--- src/rtl/snake_pkg.sv ---
// Shared definitions for the snake body engine and the pixel-frame generator.
// Position encoding: pos[7:4] = row 0..7, pos[3:0] = col 0..15.
package snake_pkg;

   typedef logic [7:0] pos_t;
   typedef logic [1:0] dir_t;

   localparam dir_t DIR_UP    = 2'd0;
   localparam dir_t DIR_DOWN  = 2'd1;
   localparam dir_t DIR_LEFT  = 2'd2;
   localparam dir_t DIR_RIGHT = 2'd3;

   localparam int ROWS  = 8;
   localparam int COLS  = 16;
   localparam int ROW_W = $clog2(ROWS);
   localparam int COL_W = $clog2(COLS);

   // Initial snake, index 0 = tail, index 2 = head.
   localparam logic [2:0][7:0] INIT_BODY = {8'h20, 8'h10, 8'h00};

   typedef enum logic [2:0] {
      ST_IDLE,
      ST_RUN,
      ST_CHECK,
      ST_COMMIT,
      ST_DEAD
   } state_t;

   // Up/down and left/right differ only in bit 0, so the reverse is a single flip.
   function automatic dir_t reverse_dir(input dir_t d);
      return d ^ 2'b01;
   endfunction

   // One cell in direction d; row and col wrap by natural overflow of their fields.
   function automatic pos_t next_cell(input pos_t p, input dir_t d);
      logic [ROW_W-1:0] row;
      logic [COL_W-1:0] col;
      row = p[4 +: ROW_W];
      col = p[0 +: COL_W];
      case (d)
         DIR_UP:    row = row - ROW_W'(1);
         DIR_DOWN:  row = row + ROW_W'(1);
         DIR_LEFT:  col = col - COL_W'(1);
         default:   col = col + COL_W'(1);
      endcase
      return {1'b0, row, col};
   endfunction

endpackage

--- src/rtl/snake_body_fifo.sv ---
// Circular buffer of body cells: tail at tail_ptr, head at head_ptr.
// Pushing and popping in the same cycle keeps len and slides the window.
module snake_body_fifo
   import snake_pkg::*;
#(
   parameter int MAX_LEN = 32,
   parameter int PTR_W   = 5
) (
   input  logic             clk,
   input  logic             rst_n,
   input  logic             load,
   input  logic             push,
   input  logic             pop,
   input  pos_t             push_data,
   input  logic [PTR_W-1:0] rd_idx,
   output pos_t             head_data,
   output pos_t             tail_data,
   output pos_t             rd_data,
   output logic [PTR_W:0]   len
);

   pos_t             mem [MAX_LEN];
   logic [PTR_W-1:0] head_ptr;
   logic [PTR_W-1:0] tail_ptr;
   logic [PTR_W-1:0] rd_ptr;

   assign rd_ptr    = tail_ptr + rd_idx;
   assign head_data = mem[head_ptr];
   assign tail_data = mem[tail_ptr];
   assign rd_data   = mem[rd_ptr];

   // Buffer storage and pointers; load restores the three-cell start snake.
   always_ff @(posedge clk or negedge rst_n) begin
      if (!rst_n) begin
         for (int i = 0; i < MAX_LEN; i++) mem[i] <= '0;
         mem[0]   <= INIT_BODY[0];
         mem[1]   <= INIT_BODY[1];
         mem[2]   <= INIT_BODY[2];
         head_ptr <= PTR_W'(2);
         tail_ptr <= '0;
         len      <= (PTR_W+1)'(3);
      end else if (load) begin
         mem[0]   <= INIT_BODY[0];
         mem[1]   <= INIT_BODY[1];
         mem[2]   <= INIT_BODY[2];
         head_ptr <= PTR_W'(2);
         tail_ptr <= '0;
         len      <= (PTR_W+1)'(3);
      end else begin
         if (push) begin
            mem[head_ptr + PTR_W'(1)] <= push_data;
            head_ptr                  <= head_ptr + PTR_W'(1);
         end
         if (pop) tail_ptr <= tail_ptr + PTR_W'(1);
         len <= len + (PTR_W+1)'(push) - (PTR_W+1)'(pop);
      end
   end

endmodule

--- src/rtl/snake_body_ctrl.sv ---
// Snake movement/body engine feeding the pixel-frame generator.
// Optional build macro SELF_COLLISION_EN: scan the body for self-collision
// before each move and stop the game on a hit.
//
// state  | meaning
// IDLE   | after reset, waiting for start
// RUN    | waiting for step_tick
// CHECK  | scanning body one entry per cycle against the next head
// COMMIT | move registered, genreq high for this cycle
// DEAD   | self-collision seen, frozen until start
module snake_body_ctrl
   import snake_pkg::*;
#(
   parameter int MAX_LEN = 32,
   parameter int PTR_W   = $clog2(MAX_LEN)
) (
   input  logic       clk,
   input  logic       rst_n,
   input  logic       start,
   input  logic       step_tick,
   input  logic [1:0] dir_in,
   input  logic [7:0] food_pos,
   output logic [7:0] head_pos,
   output logic [7:0] tail_pos,
   output logic       tail_clr,
   output logic       genreq,
   output logic       pix_init,
   output logic       food_eaten,
   output logic       game_over
);

   state_t           state_q, state_d;
   dir_t             dir_q, move_dir;
   pos_t             head_data, tail_data, nh_run, nh;
   logic [PTR_W:0]   len;
   logic [PTR_W-1:0] rd_idx;
   logic             accept, commit, grow, push, pop;

   assign move_dir = (dir_in == reverse_dir(dir_q)) ? dir_q : dir_in;
   assign nh_run   = next_cell(head_data, move_dir);
   assign accept   = (state_q == ST_RUN) && step_tick && !start;

`ifdef SELF_COLLISION_EN
   pos_t             nh_q, rd_data;
   logic [PTR_W-1:0] idx_q;
   logic             scan_hit, scan_last, game_over_q;

   assign nh        = (state_q == ST_CHECK) ? nh_q : nh_run;
   // The tail entry is being retired unless this move grows the snake.
   assign scan_hit  = (rd_data == nh_q) && !((idx_q == '0) && !grow);
   assign scan_last = ({1'b0, idx_q} == len - (PTR_W+1)'(1));
   assign commit    = (state_q == ST_CHECK) && scan_last && !scan_hit;
   assign rd_idx    = idx_q;
   assign game_over = game_over_q;
`else
   assign nh        = nh_run;
   assign commit    = accept;
   assign rd_idx    = '0;
   assign game_over = 1'b0;
`endif

   assign grow = (nh == food_pos) && (len < (PTR_W+1)'(MAX_LEN));
   assign push = commit && !start;
   assign pop  = push && !grow;

   snake_body_fifo #(.MAX_LEN(MAX_LEN), .PTR_W(PTR_W)) u_fifo (
      .clk       (clk),
      .rst_n     (rst_n),
      .load      (start),
      .push      (push),
      .pop       (pop),
      .push_data (nh),
      .rd_idx    (rd_idx),
      .head_data (head_data),
      .tail_data (tail_data),
`ifdef SELF_COLLISION_EN
      .rd_data   (rd_data),
`else
      .rd_data   (),
`endif
      .len       (len)
   );

   // State register.
   always_ff @(posedge clk or negedge rst_n) begin
      if (!rst_n) state_q <= ST_IDLE;
      else        state_q <= state_d;
   end

   // Next-state logic; start overrides everything, including a same-cycle step.
   always_comb begin
      state_d = state_q;
      if (start) begin
         state_d = ST_RUN;
      end else begin
         case (state_q)
            ST_IDLE:   state_d = ST_IDLE;
`ifdef SELF_COLLISION_EN
            ST_RUN:    if (step_tick) state_d = ST_CHECK;
            ST_CHECK:  if (scan_hit) state_d = ST_DEAD;
                       else if (scan_last) state_d = ST_COMMIT;
`else
            ST_RUN:    if (step_tick) state_d = ST_COMMIT;
            ST_CHECK:  state_d = ST_COMMIT;
`endif
            ST_COMMIT: state_d = ST_RUN;
            ST_DEAD:   state_d = ST_DEAD;
            default:   state_d = ST_IDLE;
         endcase
      end
   end

`ifdef SELF_COLLISION_EN
   // Capture the candidate head at step time and walk the scan index.
   always_ff @(posedge clk or negedge rst_n) begin
      if (!rst_n) begin
         nh_q        <= '0;
         idx_q       <= '0;
         game_over_q <= 1'b0;
      end else begin
         if (accept) begin
            nh_q  <= nh_run;
            idx_q <= '0;
         end else if (state_q == ST_CHECK) begin
            idx_q <= idx_q + PTR_W'(1);
         end
         if (start) game_over_q <= 1'b0;
         else if ((state_q == ST_CHECK) && scan_hit) game_over_q <= 1'b1;
      end
   end
`endif

   // Direction latch and registered move outputs; pulses default low each cycle.
   always_ff @(posedge clk or negedge rst_n) begin
      if (!rst_n) begin
         dir_q      <= DIR_DOWN;
         head_pos   <= INIT_BODY[2];
         tail_pos   <= INIT_BODY[0];
         tail_clr   <= 1'b0;
         genreq     <= 1'b0;
         pix_init   <= 1'b0;
         food_eaten <= 1'b0;
      end else begin
         genreq     <= 1'b0;
         pix_init   <= 1'b0;
         food_eaten <= 1'b0;
         if (start) begin
            dir_q    <= DIR_DOWN;
            head_pos <= INIT_BODY[2];
            tail_pos <= INIT_BODY[0];
            tail_clr <= 1'b0;
            pix_init <= 1'b1;
         end else begin
            if (accept) dir_q <= move_dir;
            if (commit) begin
               head_pos   <= nh;
               tail_clr   <= !grow;
               food_eaten <= (nh == food_pos);
               genreq     <= 1'b1;
               if (!grow) tail_pos <= tail_data;
            end
         end
      end
   end

endmodule

--- config.mk ---
export PLATFORM = sky130hd
export DESIGN_NAME = snake_body_ctrl
export DESIGN_NICKNAME = d
export VERILOG_FILES = /design/src/rtl/snake_pkg.sv /design/src/rtl/snake_body_fifo.sv /design/src/rtl/snake_body_ctrl.sv
export SDC_FILE = /design/constraint.sdc
export NUM_CORES = 1
export LEC_CHECK = 0
export BUFFER_PORTS_ARGS = -buffer_cell sky130_fd_sc_hd__buf_2
export CORE_MARGIN = 10
export CORE_UTILIZATION = 28
export CTS_CLUSTER_DIAMETER = 100
export CTS_CLUSTER_SIZE = 40
export DETAILED_ROUTE_END_ITERATION = 8
export PLACE_DENSITY = 0.45
export REMOVE_ABC_BUFFERS = 1
export SETUP_SLACK_MARGIN = 0.02
export SYNTH_ARGS = -nofsm -noshare
export SYNTH_HDL_FRONTEND = slang
export SYNTH_SLANG_ARGS = --single-unit
--- constraint.sdc ---
create_clock -name clk -period 5.2 [get_ports clk]
set_clock_uncertainty 0.2 [all_clocks]
set_input_delay 0.26 -clock clk [delete_from_list [all_inputs] [get_ports clk]]
set_output_delay 0.26 -clock clk [all_outputs]
set_load 0.1 [all_outputs]
# [Word-level counts from Yosys, hierarchy flattened]
# Index checks and enable logic that the tools add are counted.
# Widths: inputs -> output; s select.
[classes] n_addsub=8 n_mul=0 n_div=0 n_lt_le_gt_ge=5 eq_ne=10 n_shift=0 mux=36 n_bitwise=5 reduce_logical=15
[ops] cell="$bwmux 256" count=1
[ops] cell="$mux 256" count=1
[ops] cell="$bmux 8 s5" count=2
[ops] cell="$mux 8" count=8
[ops] cell="$demux 8 s5" count=1
[ops] cell="$mux 24" count=1
[ops] cell="$mux 5" count=4
[ops] cell="$ge 6x6->1 const B" count=3
[ops] cell="$not 5->6" count=3
[ops] cell="$mux 7" count=2
[ops] cell="$pmux 3 s4" count=1
[ops] cell="$add 5x1->5 const B" count=2
[ops] cell="$eq 7x8->1" count=1
[ops] cell="$pmux 4 s2" count=1
[ops] cell="$mux 1" count=7
[ops] cell="$add 6x1->6" count=1
[ops] cell="$eq 3x2->1 const B" count=2
[ops] cell="$logic_and 1x1->1" count=6
[ops] cell="$lt 6x1->1 const B" count=1
[ops] cell="$lt 6x6->1 const B" count=1
[ops] cell="$mux 2" count=3
[ops] cell="$mux 3" count=2
[ops] cell="$mux 6" count=1
[ops] cell="$pmux 3 s2" count=1
[ops] cell="18 further kinds" count=23
[totals] ff_bits=297 latch_bits=0 mem_bits_rw=0 rom_bits=0 inputBits=14 elab_cells=122 mem_count=0

# [Longest topological paths before layout]
# Gate-level depths: netlist (run 1).
[depth] ltp_word=12 mapped_depth=29

# [By module]
# A second synthesis (run 1) with hierarchy kept.
[unflattened] cells_unflattened=1203 area_unflattened_um2=18207.5
[modules_own_cells] module="snake_body_fifo" n_inst=1 cells_per_inst=1094 area_each_um2=16907.5 seq_area_each_um2=6812.8
[modules_own_cells] module="snake_body_ctrl" n_inst=1 cells_per_inst=109 area_each_um2=1300.0 seq_area_each_um2=603.1

# [Least setup slack after synthesis (run 1)]
# Ideal clock, no wire load.
[synth_path] path_kind="register -> register" from="register u_fifo.head_ptr[1]" to="register u_fifo.len[4]" setup_ns=0.132 arrival_time_ns=5.339 required_time_ns=4.868 path_slack_ns=-0.471 stages_incl_launch_ff=24 path_buffers=1 cell_sequence="dfstp_2 buf_1 mux4_2 mux4_2 mux2_2 ha_1 nand2_1 or3b_2 mux2i_1 a21oi_2 xnor2_1 or4_4 o21ai_4 inv_1 ha_1 inv_1 ha_1 inv_1 fa_1 inv_1 a21o_1 a21oi_1 xor2_1 nor2_1"
[synth_between] elab_chain_len=12
[synth_rtl] item="start, declared" line_no="snake_body_fifo.sv:23" rtl="logic [PTR_W-1:0] head_ptr;"
[synth_rtl] item="start signal, assigned" line_no="snake_body_fifo.sv:52" rtl="head_ptr <= head_ptr + PTR_W'(1);"
[synth_rtl] item="$not 5->6 (implied by the code) (*)" line_no="snake_body_fifo.sv:28" rtl="assign head_data = mem[head_ptr];"
[synth_rtl] item="$bmux 8 s5 (*)" line_no="snake_body_fifo.sv:28"
[synth_rtl] item="$mux 7 (implied by the code) (*) (2 in a row)" line_no="snake_body_fifo.sv:28"
[synth_rtl] item="$add 4x1->4 (tied with other cells)" line_no="snake_pkg.sv:44" rtl="default: col = col + COL_W'(1);"
[synth_rtl] item="$pmux 4 s2 or $pmux 3 s2 (tied branches)" line_no="snake_pkg.sv:40" rtl="case (d)"
[synth_rtl] item="$eq 7x8->1 (*)" line_no="snake_body_ctrl.sv:62" rtl="assign grow = (nh == food_pos) && (len < (PTR_W+1)'(MAX_LEN));"
[synth_rtl] item="$logic_and 1x1->1 (*)" line_no="snake_body_ctrl.sv:62"
[synth_rtl] item="$logic_not 1->1 (*)"
[synth_rtl] item="$logic_and 1x1->1 (*)" line_no="snake_body_ctrl.sv:64" rtl="assign pop = push && !grow;"
[synth_rtl] item="$sub 6x1->6 (*)" line_no="snake_body_fifo.sv:55" rtl="len <= len + (PTR_W+1)'(push) - (PTR_W+1)'(pop);"
[synth_rtl] item="$mux 6 (*)" line_no="snake_body_fifo.sv:42" rtl="end else if (load) begin"
[synth_rtl] item="end signal, assigned" line_no="snake_body_fifo.sv:41" rtl="len <= (PTR_W+1)'(3);"
[synth_rtl] item="end signal, assigned" line_no="snake_body_fifo.sv:48" rtl="len <= (PTR_W+1)'(3);"
[synth_rtl] item="end signal, assigned" line_no="snake_body_fifo.sv:55"
[synth_rtl] item="end, declared" line_no="snake_body_fifo.sv:19" rtl="output logic [PTR_W:0] len"
# Every way passes the cells marked *; elsewhere a longest branch is shown, timed or not. The select of a mux whose other input is x is not followed.
# A chain may end at the register's enable or synchronous reset.

# [Final worst setup path (run 1)]
# Ends and elaborated chain as after synthesis.

==> results by group, run 1 <==
Place
  – Post-DP HPWL: 30800 microns
  – Placed cell area: roughly 0.016 sq mm
  – Pre-CTS WS: -0.354 ns
  – IO Port Bufs: 32
  – Post-Place Cells: 1976
  – Routability cong.: around 0.8

STA
  – Final WS setup: -0.190 ns
  – RSZ-0062 raised after global routing: yes
  – Fin crit period: 5.39 ns
  – Fin crit share: 1.04
  – Final setup TNS: -0.384 ns
  – Pins Over Slew Limit: 0
  – Slew margin rel.: 0.490
  – Worst-margin pin slew: 0.766 ns
  – Final hold slack: 0.0271 ns
  – Fmax: 186 MHz
  – Endpoints failing setup: 4
  – Final Hold Viols: 0

Worst setup path
  – Number of cells on the critical path: 23
  – CP Class: reg2reg
  – CP Capture Type: flip-flop
  – R2r worst-path depth: 23
  – Startpoint types: flip-flop
  – Max FO, Critical Path: 4
  – Slowest cell on crit path: dfstp_4
  – Worst path most repeated cell: inv_2
  – CP max stage delay: around 0.66 ns
  – Worst r2r src: u_fifo.head_ptr[1]
  – CP arrival: 5.57 ns
  – CP cell instances: buf_6, mux4_2, mux4_2, mux2_4, ha_4, nand2_2, or3b_4, mux2i_1, a21oi_2, xnor2_2, or4_4, o21ai_4, inv_2, ha_4, inv_2, ha_4, inv_2, fa_2, inv_2, a21o_1, a21oi_2, xor2_1, nor2_1
  – Worst Setup EP: u_fifo.len[4]
  – CP required: 5.38 ns
  – Worst Setup SP: u_fifo.head_ptr[1]
  – Reg2Reg Setup Slack: -0.19 ns
  – Buf/Inv on CP: 5
  – Top delay family on crit path: multiplexers
  – R2R Path End: u_fifo.len[4]

Cells and area
  – Diode count: 0
  – Reg area: around 0.0066 sq mm
  – Multi-input logic area: around 0.0074 sq mm
  – Share of layout cells above drive strength 1: 0.327
  – Final Cell Area: 0.0171 sq mm
  – Final net count: 1386
  – Layout fillers: roughly 5000
  – Layout area overhead: 19.4%
  – Fin cells: approximately 2000

Global routing
  – Grt ovf: 0
  – GRT Overall Usage: 0.152
  – Number of global-route vias before repair: around 11000
  – Global-route wire length before repair: ~70000 microns
  – Antenna violations before repair: 0
  – Largest net degree at the start of global routing: ~100

Die
  – Die width: 246 microns
  – Die Ht: 246 microns
  – Number of I/O pins: 35
  – Initial Util: 0.285
  – Die area: between 0.06 and 0.07 sq mm
  – Core Footprint: roughly 0.050 sq mm
  – Site Rows: 82

Clocking
  – Clk Latency, worst-skew pair: approximately 0.54 ns
  – CTS tree: built
  – Root buffer cell: clkbuf_16
  – Longest Clk Path Bufs: 3
  – CTS Buf Count: 14
  – Clock slew at reported path FFs: about 0.12 ns
  – Clock sinks: ~260
  – H-tree depth: 1

Yosys
  – Ys async rst share: 1.00
  – Gate Count Post-Synth: 1269
  – Count leader, synth: dfrtp_1
  – Share of the synthesized area in the top cell type: 0.448
  – Post-synth top area cell: dfrtp_1
  – Ys flop type: dfrtp_1
  – Post-synth EDFFs: 0
  – Top cells by count, synth: dfrtp_1 (257), nor2_1 (131), a21oi_1 (110)
  – Distinct cells, synth: between 50 and 60
  – Synthesis warning total: 0
  – #FFs+latches synth: about 260
  – Post-Syn Area: about 0.014 sq mm
  – Seq/Total Area, Yosys: 0.461
  – Area contributors post-synth: dfrtp_1 (45%), mux4_2 (14%), mux2i_1 (6.7%)
  – Syn avg cell area: between 10 and 15 sq um

Power and ir drop
  – Comb pwr share: 0.279
  – Part of the power in registers: 0.442
  – Sw Ratio: 0.347
  – Worst VDD drop: around 0.21 mV
  – Static Leak: 7.27 nW
  – Clock power frac: 0.279
  – Internal: approximately 0.0035 W
  – PwrDens: roughly 310 mW/mm^2
  – P_sw: 0.00184 W

Outcome
  – Status: finished with violations
  – Failing checks: negative setup slack

Hold path
  – Hold Path Class: in2reg

Job
  – Max Cap Violations: 0

Route
  – Post-DRT Antenna Nets: 0
  – Drt via density: a little over 5
  – DRC: 0
  – Wire per inst: roughly 23 microns
  – DR iter-0 viols: 845
  – TritonRoute pass-1 iters: 4
  – DR vias: between 10000 and 15000
  – Final WL: about 46000 microns
## through the flow
stage,power [W],utilization
CTS,0.00528,0.334
floorplan,0.00314,-
detailed placement,0.00371,0.316
global route,0.00555,0.340
global placement,0.00370,0.316
finish,0.00529,0.340
## state kept, by name, indices dropped and copies added, names as in the netlist, 2 cells and up
register and flops:
u_fifo.mem 224, tail_pos 8, head_pos 7, u_fifo.len 6, u_fifo.head_ptr 5, u_fifo.tail_ptr 5
state_q 3, dir_q 2
## cell usage in the layout (no fill, tap or decap), types with 14 or more instances in the layout
master / netlist / final
a21oi_1: 110 / 97
a21oi_2: 1 / 14
a22oi_1: 35 / 33
buf_2: 3 / 31
buf_4: 9 / 120
clkbuf_16: 0 / 18
dfrtp_1: 257 / 254
inv_1: 25 / 20
mux2_2: 78 / 77
mux2i_1: 96 / 86
mux4_2: 90 / 90
nand2_1: 106 / 104
nand3_1: 23 / 23
nor2_1: 131 / 130
o21ai_0: 71 / 70
## how the worst min path moves through the flow
stage	slack, ns	cells past startpoint	endpoint	from
6_report	0.03	3	genreq	start
5_1_grt	0.04	3	genreq	start
4_1_cts	0.03	4	dir_q[1]	dir_in[1]
3_5_place_dp	0.11	1	u_fifo.mem[80]	rst_n
3_3_place_gp	0.12	1	u_fifo.mem[80]	rst_n
2_1_floorplan	-0.24	0	dir_q[1]	rst_n
## per-layer routing
| metal | share of wire | GRT usage | routed length [microns] | vias to the layer above |
|---|---|---|---|---|
| met5 | 0 | 0 | 0 | - |
| met4 | 0.022 | 0.0310 | 1030 | 0 |
| met3 | 0.047 | 0.0228 | 2190 | 53 |
| met2 | 0.47 | 0.246 | 21800 | 247 |
| met1 | 0.46 | 0.211 | 21300 | 5363 |
| li1 | - | - | - | 4751 |
## power groups by stage
stage          Clock [W]  Sequential [W]  Combinational (W)
3_5_place_dp           0         0.00238            0.00133
6_report         0.00148         0.00234            0.00148
5_1_grt          0.00159         0.00236            0.00160
4_1_cts          0.00153         0.00233            0.00142
3_3_place_gp           0         0.00238            0.00133
2_1_floorplan          0         0.00245           0.000693
## worst min-delay path: stages
cell    delay, ns
buf_2        0.13
nor2_1       0.06
buf_4        0.22
## cells by family (layout without fill, tap and decap cells)
family,Yosys count,count (layout),share of synthesized area
adder cells (fa/ha/maj),17,17,0.0164
buffers and inverters,140,233,0.0411
AO/OA/AOI/OAI,250,250,0.101
AND/OR/NAND/NOR,305,305,0.0930
other,1,2,0.000261
multiplexers,266,266,0.271
flip-flops,264,264,0.461
XOR/XNOR,26,26,0.0159
## area by class of cell
cell class | count | share of cell area
clock buffer | 15 | 0.0219
multi-input combinational | 866 | 0.434
tap | 672 | 0.0491
clock inverter | 9 | 0.00906
timing repair buffer | 183 | 0.0932
inverter | 26 | 0.00570
sequential | 264 | 0.387
## what timing repair did
| item | in CTS | in global routing |
|---|---|---|
| pin swaps | 18 | 33 |
| gates cloned | 2 | 3 |
| hold buffers | 4 | 0 |
| buffers inserted | 17 | 10 |
| hold endpoints to repair | 86 | 0 |
| resized for setup | 37 | 37 |
| endpoints found under the setup margin | 5 | 19 |
No activity file was read; power rests on OpenSTA's default activity.
==> inputs of run 2 (changes only) <==
ABC_AREA = 1   (was unset)
==> results by group, run 2 <==
Outcome
  – Status: finished clean

Cells and area
  – Share of layout cells above drive strength 1: 0.0715
  – Diode count: 0
  – Commonest non-fill, non-tap cell in the layout: nand2_1
  – Layout area overhead: 10.7%
  – Top Registers: u_fifo.mem x224, tail_pos x8, head_pos x7
  – Fin cells: between 2000 and 3000
  – Most frequent cells in the layout: nand2_1 (542), o21ai_0 (274), nand3_1 (267), dfrtp_1 (254), nor2_1 (169)
  – Final Util: 0.312
  – Max reg flops: 224
  – Largest register by flop count: u_fifo.mem
  – Final net count: 2009

Clocking
  – H-tree depth: 1
  – CTS tree: built
  – Longest Clk Path Bufs: 3
  – Root buffer cell: clkbuf_16
  – Clock slew at reported path FFs: around 0.13 ns
  – CTS Buf Count: 15
  – Clk Latency, worst-skew pair: between 0.5 and 0.6 ns
  – Clock sinks: about 260

Worst setup path
  – CP required: 5.46 ns
  – CP arrival: ~5 ns
  – Slowest cell on crit path: dfrtp_4
  – Worst path most repeated cell: nand2_1
  – Startpoint types: flip-flop
  – CP Class: reg2reg
  – Reg2Reg Setup Slack: ~0.47 ns
  – CP Capture Type: flip-flop
  – CP max stage delay: 0.54 ns
  – Max FO, Critical Path: 26

Global routing
  – GRT Overall Usage: 0.171
  – Antenna violations before repair: 1
  – Grt ovf: 0
  – Global-route wire length before repair: between 80000 and 90000 microns
  – Largest net degree at the start of global routing: approximately 130
  – Number of global-route vias before repair: between 10000 and 15000

Power and ir drop
  – Internal: approximately 0.0032 W
  – Clock power frac: 0.280
  – Static Leak: approximately 7.3 nW
  – Worst VDD drop: ~0.18 mV
  – P_sw: between 0.002 and 0.0025 W
  – Part of the power in registers: 0.447
  – PwrDens: between 300 and 400 mW/mm^2
  – Comb pwr share: 0.273
  – Sw Ratio: 0.382

Yosys
  – Share of the synthesized area in the top cell type: 0.435
  – Post-synth top area cell: dfrtp_1
  – Syn avg cell area: between 7 and 8 sq um
  – Ys flop type: dfrtp_1
  – #FFs+latches synth: ~260
  – Top cells by count, synth: nand2_1 (544), o21ai_0 (274), nand3_1 (270)
  – Gate Count Post-Synth: a little over 2000
  – Count leader, synth: nand2_1
  – Post-Syn Area: 0.0148 sq mm
  – Area contributors post-synth: dfrtp_1 (44%), nand2_1 (14%), o21ai_0 (9.3%)
  – Ys async rst share: 1.00
  – Seq/Total Area, Yosys: 0.448
  – Post-synth EDFFs: 0
  – Synthesis warning total: 0
  – Distinct cells, synth: 42

Die
  – Site Rows: 84
  – Core Footprint: 0.0524 sq mm
  – Die width: ~250 microns
  – Number of I/O pins: 35
  – Initial Util: 0.282
  – Die Ht: approximately 250 microns
  – Die area: roughly 0.062 sq mm

Route
  – TritonRoute pass-1 iters: 5
  – DRC: 0
  – Post-DRT Antenna Nets: 0
  – Drt via density: 5.22
  – Final WL: 55400 microns
  – DR vias: around 14000
  – Wire per inst: between 20 and 25 microns
  – DR iter-0 viols: roughly 1500

STA
  – Final hold slack: roughly 0.074 ns
  – Fin crit share: 0.910
  – Worst-margin pin slew: around 1.2 ns
  – Fmax: roughly 210 MHz
  – RSZ-0062 raised after global routing: no
  – Endpoints failing setup: 0
  – Pins Over Slew Limit: 0
  – Fin crit period: between 4 and 5 ns
  – Slew margin rel.: 0.166
  – Final Hold Viols: 0

Hold path
  – Hold Path Class: in2reg

Place
  – IO Port Bufs: 32
  – Post-DP HPWL: 35500 microns
  – Post-Place Cells: roughly 2600
  – Routability cong.: roughly 0.86

Job
  – Max Cap Violations: 0
[run 2: logic make-up (layout without fill, tap and decap cells)]
kind of cell | after synthesis | count (layout) | synth area share
other cells | 1 | 2 | 0.000254
compound gates | 444 | 444 | 0.164
buf+inv | 276 | 238 | 0.0784
fa+ha+maj | 17 | 17 | 0.0159
xor+xnor | 10 | 10 | 0.00593
simple gates | 1009 | 1009 | 0.286
flops | 264 | 264 | 0.448
mux | 3 | 3 | 0.00229
[run 2: area by class of cell]
class / instances / area, sq um
Tap cell: 688 / 861
Clock buffer: 16 / 379
Clock inverter: 10 / 146
Inverter: 125 / 482
Timing Repair Buffer: 87 / 827
Multi-Input combinational cell: 1485 / 7040
Fill cell: 5581 / 36100
Sequential cell: 264 / 6620
[run 2: stage by stage]
step | setup slack [ns] | setup TNS, ns | cell area (sq um) | total power (W)
floorplan | -1.96 | -25.55 | 14100 | 0.00318
global placement | 0.395 | 0 | 15600 | 0.00376
detailed placement | 0.347 | 0 | 15600 | 0.00377
CTS | 0.297 | 0 | 16200 | 0.00526
global route | 0.0159 | 0 | 16400 | 0.00554
finish | 0.467 | 0 | 16400 | 0.00525
[run 2: worst paths after layout]
| check | start | to | cells past startpoint |
|---|---|---|---|
| min in group asynchronous | rst_n | u_fifo.mem[26] | 2 |
| worst min-delay path | food_pos[7] | food_eaten | 8 |
| max in group asynchronous | rst_n | u_fifo.head_ptr[0] | 3 |
| worst max register to register | u_fifo.head_ptr[0] | u_fifo.len[4] | 30 |
| worst max-delay path | u_fifo.head_ptr[0] | u_fifo.len[4] | 30 |
| worst min register to register | state_q[1] | state_q[2] | 1 |
[run 2: what timing repair did]
| item | in CTS | in global routing |
|---|---|---|
| endpoints found under the hold margin | 93 | 0 |
| setup buffers | 0 | 4 |
| gates resized for setup | 0 | 17 |
| hold buffers | 5 | 0 |
| setup endpoints to repair | 0 | 2 |
[run 2: critical path, delay by kind of cell (launching register included)]
family	cells	cell delay (ns)
DFF	1	0.54
AOI/OAI and AO/OA	3	0.44
and+or+nand+nor	15	1.39
xor gates and xnor gates	1	0.18
adders and majority gates	4	1.21
buffers and inverters	7	0.68
[run 2: power by group through the flow]
stage               clock [W]  sequential, W  combinational [W]
floorplan                   0        0.00247           0.000706
global placement            0        0.00238            0.00138
finish                0.00147        0.00235            0.00143
detailed placement          0        0.00238            0.00139
CTS                   0.00152        0.00234            0.00140
global route          0.00159        0.00237            0.00159
[run 2: per-layer routing]
layer / global-route usage / routed length (microns) / vias to the layer above
li1: - / - / 6614
met1: 0.240 / 25600 / 6762
met2: 0.269 / 25200 / 527
met3: 0.0218 / 3330 / 64
met4: 0.0469 / 1270 / 0
met5: 0 / 0 / -
==> inputs of run 3 (changes only) <==
PLACE_DENSITY = 0.44   (was 0.45)
clock period = 4.65 ns   (was 5.2 ns; I/O delays follow)
==> results by group, run 3 (synthesized netlist as in run 2, its figures left out) <==
Outcome
  – Status: finished clean

Cells and area
  – Layout fillers: around 5500
  – Most frequent cells in the layout: nand2_1 (532), o21ai_0 (272), dfrtp_1 (254), nand3_1 (251), nor2_1 (168)
  – Final net count: 2103
  – Largest register by flop count: u_fifo.mem
  – Max reg flops: ~220
  – Layout area overhead: 17.7%
  – Final Util: 0.332
  – Commonest non-fill, non-tap cell in the layout: nand2_1
  – Share of layout cells above drive strength 1: 0.133
  – Top Registers: u_fifo.mem x224, tail_pos x8, head_pos x7

STA
  – Fmax: around 220 MHz
  – Fin crit period: 4.59 ns
  – Final Hold Viols: 0
  – Slew margin rel.: 0.231
  – Final hold slack: approximately 0.04 ns
  – RSZ-0062 raised after global routing: yes
  – Pins Over Slew Limit: 0
  – Worst-margin pin slew: around 1.2 ns
  – Fin crit share: 0.987
  – Endpoints failing setup: 0

Worst setup path
  – CP required: around 4.9 ns
  – Worst Setup SP: u_fifo.head_ptr[0]
  – CP arrival: 4.79 ns
  – Worst path most repeated cell: nand2_1
  – CP max stage delay: roughly 0.5 ns
  – CP Class: reg2reg
  – Startpoint types: flip-flop
  – Max FO, Critical Path: 11
  – Slowest cell on crit path: dfrtp_4
  – CP Capture Type: flip-flop
  – Worst r2r src: u_fifo.head_ptr[0]

Global routing
  – Global-route wire length before repair: slightly below 90000 microns
  – Largest net degree at the start of global routing: 115
  – Antenna violations before repair: 2
  – Grt ovf: 0
  – Number of global-route vias before repair: 13600
  – GRT Overall Usage: 0.179

Place
  – Routability cong.: about 0.87
  – Post-DP HPWL: ~38000 microns
  – IO Port Bufs: 32

Clocking
  – Clk Latency, worst-skew pair: approximately 0.54 ns
  – CTS Buf Count: 15
  – Clock sinks: 264
  – Clock slew at reported path FFs: 0.12 ns
  – H-tree depth: 1
  – CTS tree: built
  – Root buffer cell: clkbuf_16
  – Longest Clk Path Bufs: 3

Power and ir drop
  – Static Leak: ~7.8 nW
  – Worst VDD drop: about 0.22 mV
  – PwrDens: about 350 mW/mm^2

Die
  – Die Ht: between 200 and 250 microns
  – Site Rows: 84
  – Core Footprint: 0.0524 sq mm
  – Die width: between 200 and 250 microns
  – Die area: approximately 0.062 sq mm
  – Number of I/O pins: 35
  – Initial Util: 0.282

Job
  – Max Cap Violations: 0

Route
  – Wire per inst: 20.7 microns
  – Final WL: 57200 microns
  – DR iter-0 viols: between 1000 and 1500
  – Post-DRT Antenna Nets: 0
  – Drt via density: 5.14
  – TritonRoute pass-1 iters: 5
  – DR vias: 14200
  – DRC: 0

Hold path
  – Hold Path Class: in2reg
  – Min-delay src: food_pos[3]
[run 3: changes by cell type in the layout (fill, tap and decap cells not counted), sizes merged]
cell	delta
clkbuf	-2
diode	+1
inv	+2
clkinvlp	+1
clkinv	-2
bufbuf	+2
dlygate4sd3	+2
buf	+90
[run 3: worst paths after layout]
kind,depth (start not counted),end,slack [ns]
max,34,u_fifo.len[5],0.06
min,5,food_eaten,0.04
max reg2reg,34,u_fifo.len[5],0.06
min reg2reg,2,head_pos[3],0.29
max in group asynchronous,3,u_fifo.mem[244],2.92
min in group asynchronous,2,u_fifo.mem[13],0.15
[run 3: layout make-up]
class	instances	area [sq um]	share of cell area
inverter	125	500	0.0288
sequential	264	6620	0.381
tap	688	861	0.0495
timing repair buffer	180	1660	0.0954
antenna	1	2.50	0.000144
multi-input combinational	1485	7220	0.415
clock buffer	15	375	0.0216
timing repair inverter	1	11.3	0.000648
clock inverter	10	131	0.00756
[run 3: metrics by stage]
step / cells / setup WS, ns / cell area (sq um) / power, W / TNS [ns]
6_report: 2769 / 0.0613 / 17400 / 0.00605 / 0
5_1_grt: 2768 / -0.232 / 17400 / 0.00639 / -0.710
2_1_floorplan: 1874 / -2.51 / 14100 / 0.00355 / -114.50
3_3_place_gp: 2715 / -0.0751 / 16300 / 0.00432 / -0.102
4_1_cts: 2762 / -0.0176 / 17200 / 0.00606 / -0.0176
3_5_place_dp: 2715 / -0.0936 / 16300 / 0.00433 / -0.165
[run 3: what timing repair did]
| action | 4_1_cts | 5_1_grt |
|---|---|---|
| gates cloned | 4 | 2 |
| pin swaps | 26 | 18 |
| gates resized for setup | 39 | 31 |
| endpoints found under the hold margin | 113 | 0 |
| hold buffers | 7 | 0 |
| setup buffers | 11 | 4 |
| setup endpoints to repair | 3 | 5 |
[run 3: layer usage]
metal  up-vias  global-route usage  wire length [microns]
met5         -                   0                     13
met4         2              0.0513                   1460
met3        83              0.0265                   3250
met2       429               0.280                  25600
met1      6885               0.249                  26900
li1       6822                   -                      -
[run 3: power breakdown]
group	leakage [nW]	switching, W	internal (W)
combinational	4.14	0.00122	0.000602
sequential	3.46	0.000160	0.00247
clock	0.245	0.000906	0.000694
[run 3: critical path: cells and delay by family, from the launching register on]
| kind | cells | cell delay [ns] |
|---|---|---|
| and+or+nand+nor | 20 | 1.69 |
| adders and majority gates | 3 | 0.92 |
| buffers and inverters | 8 | 0.70 |
| DFF | 1 | 0.51 |
| AOI/OAI and AO/OA | 2 | 0.26 |
| xor gates and xnor gates | 1 | 0.17 |
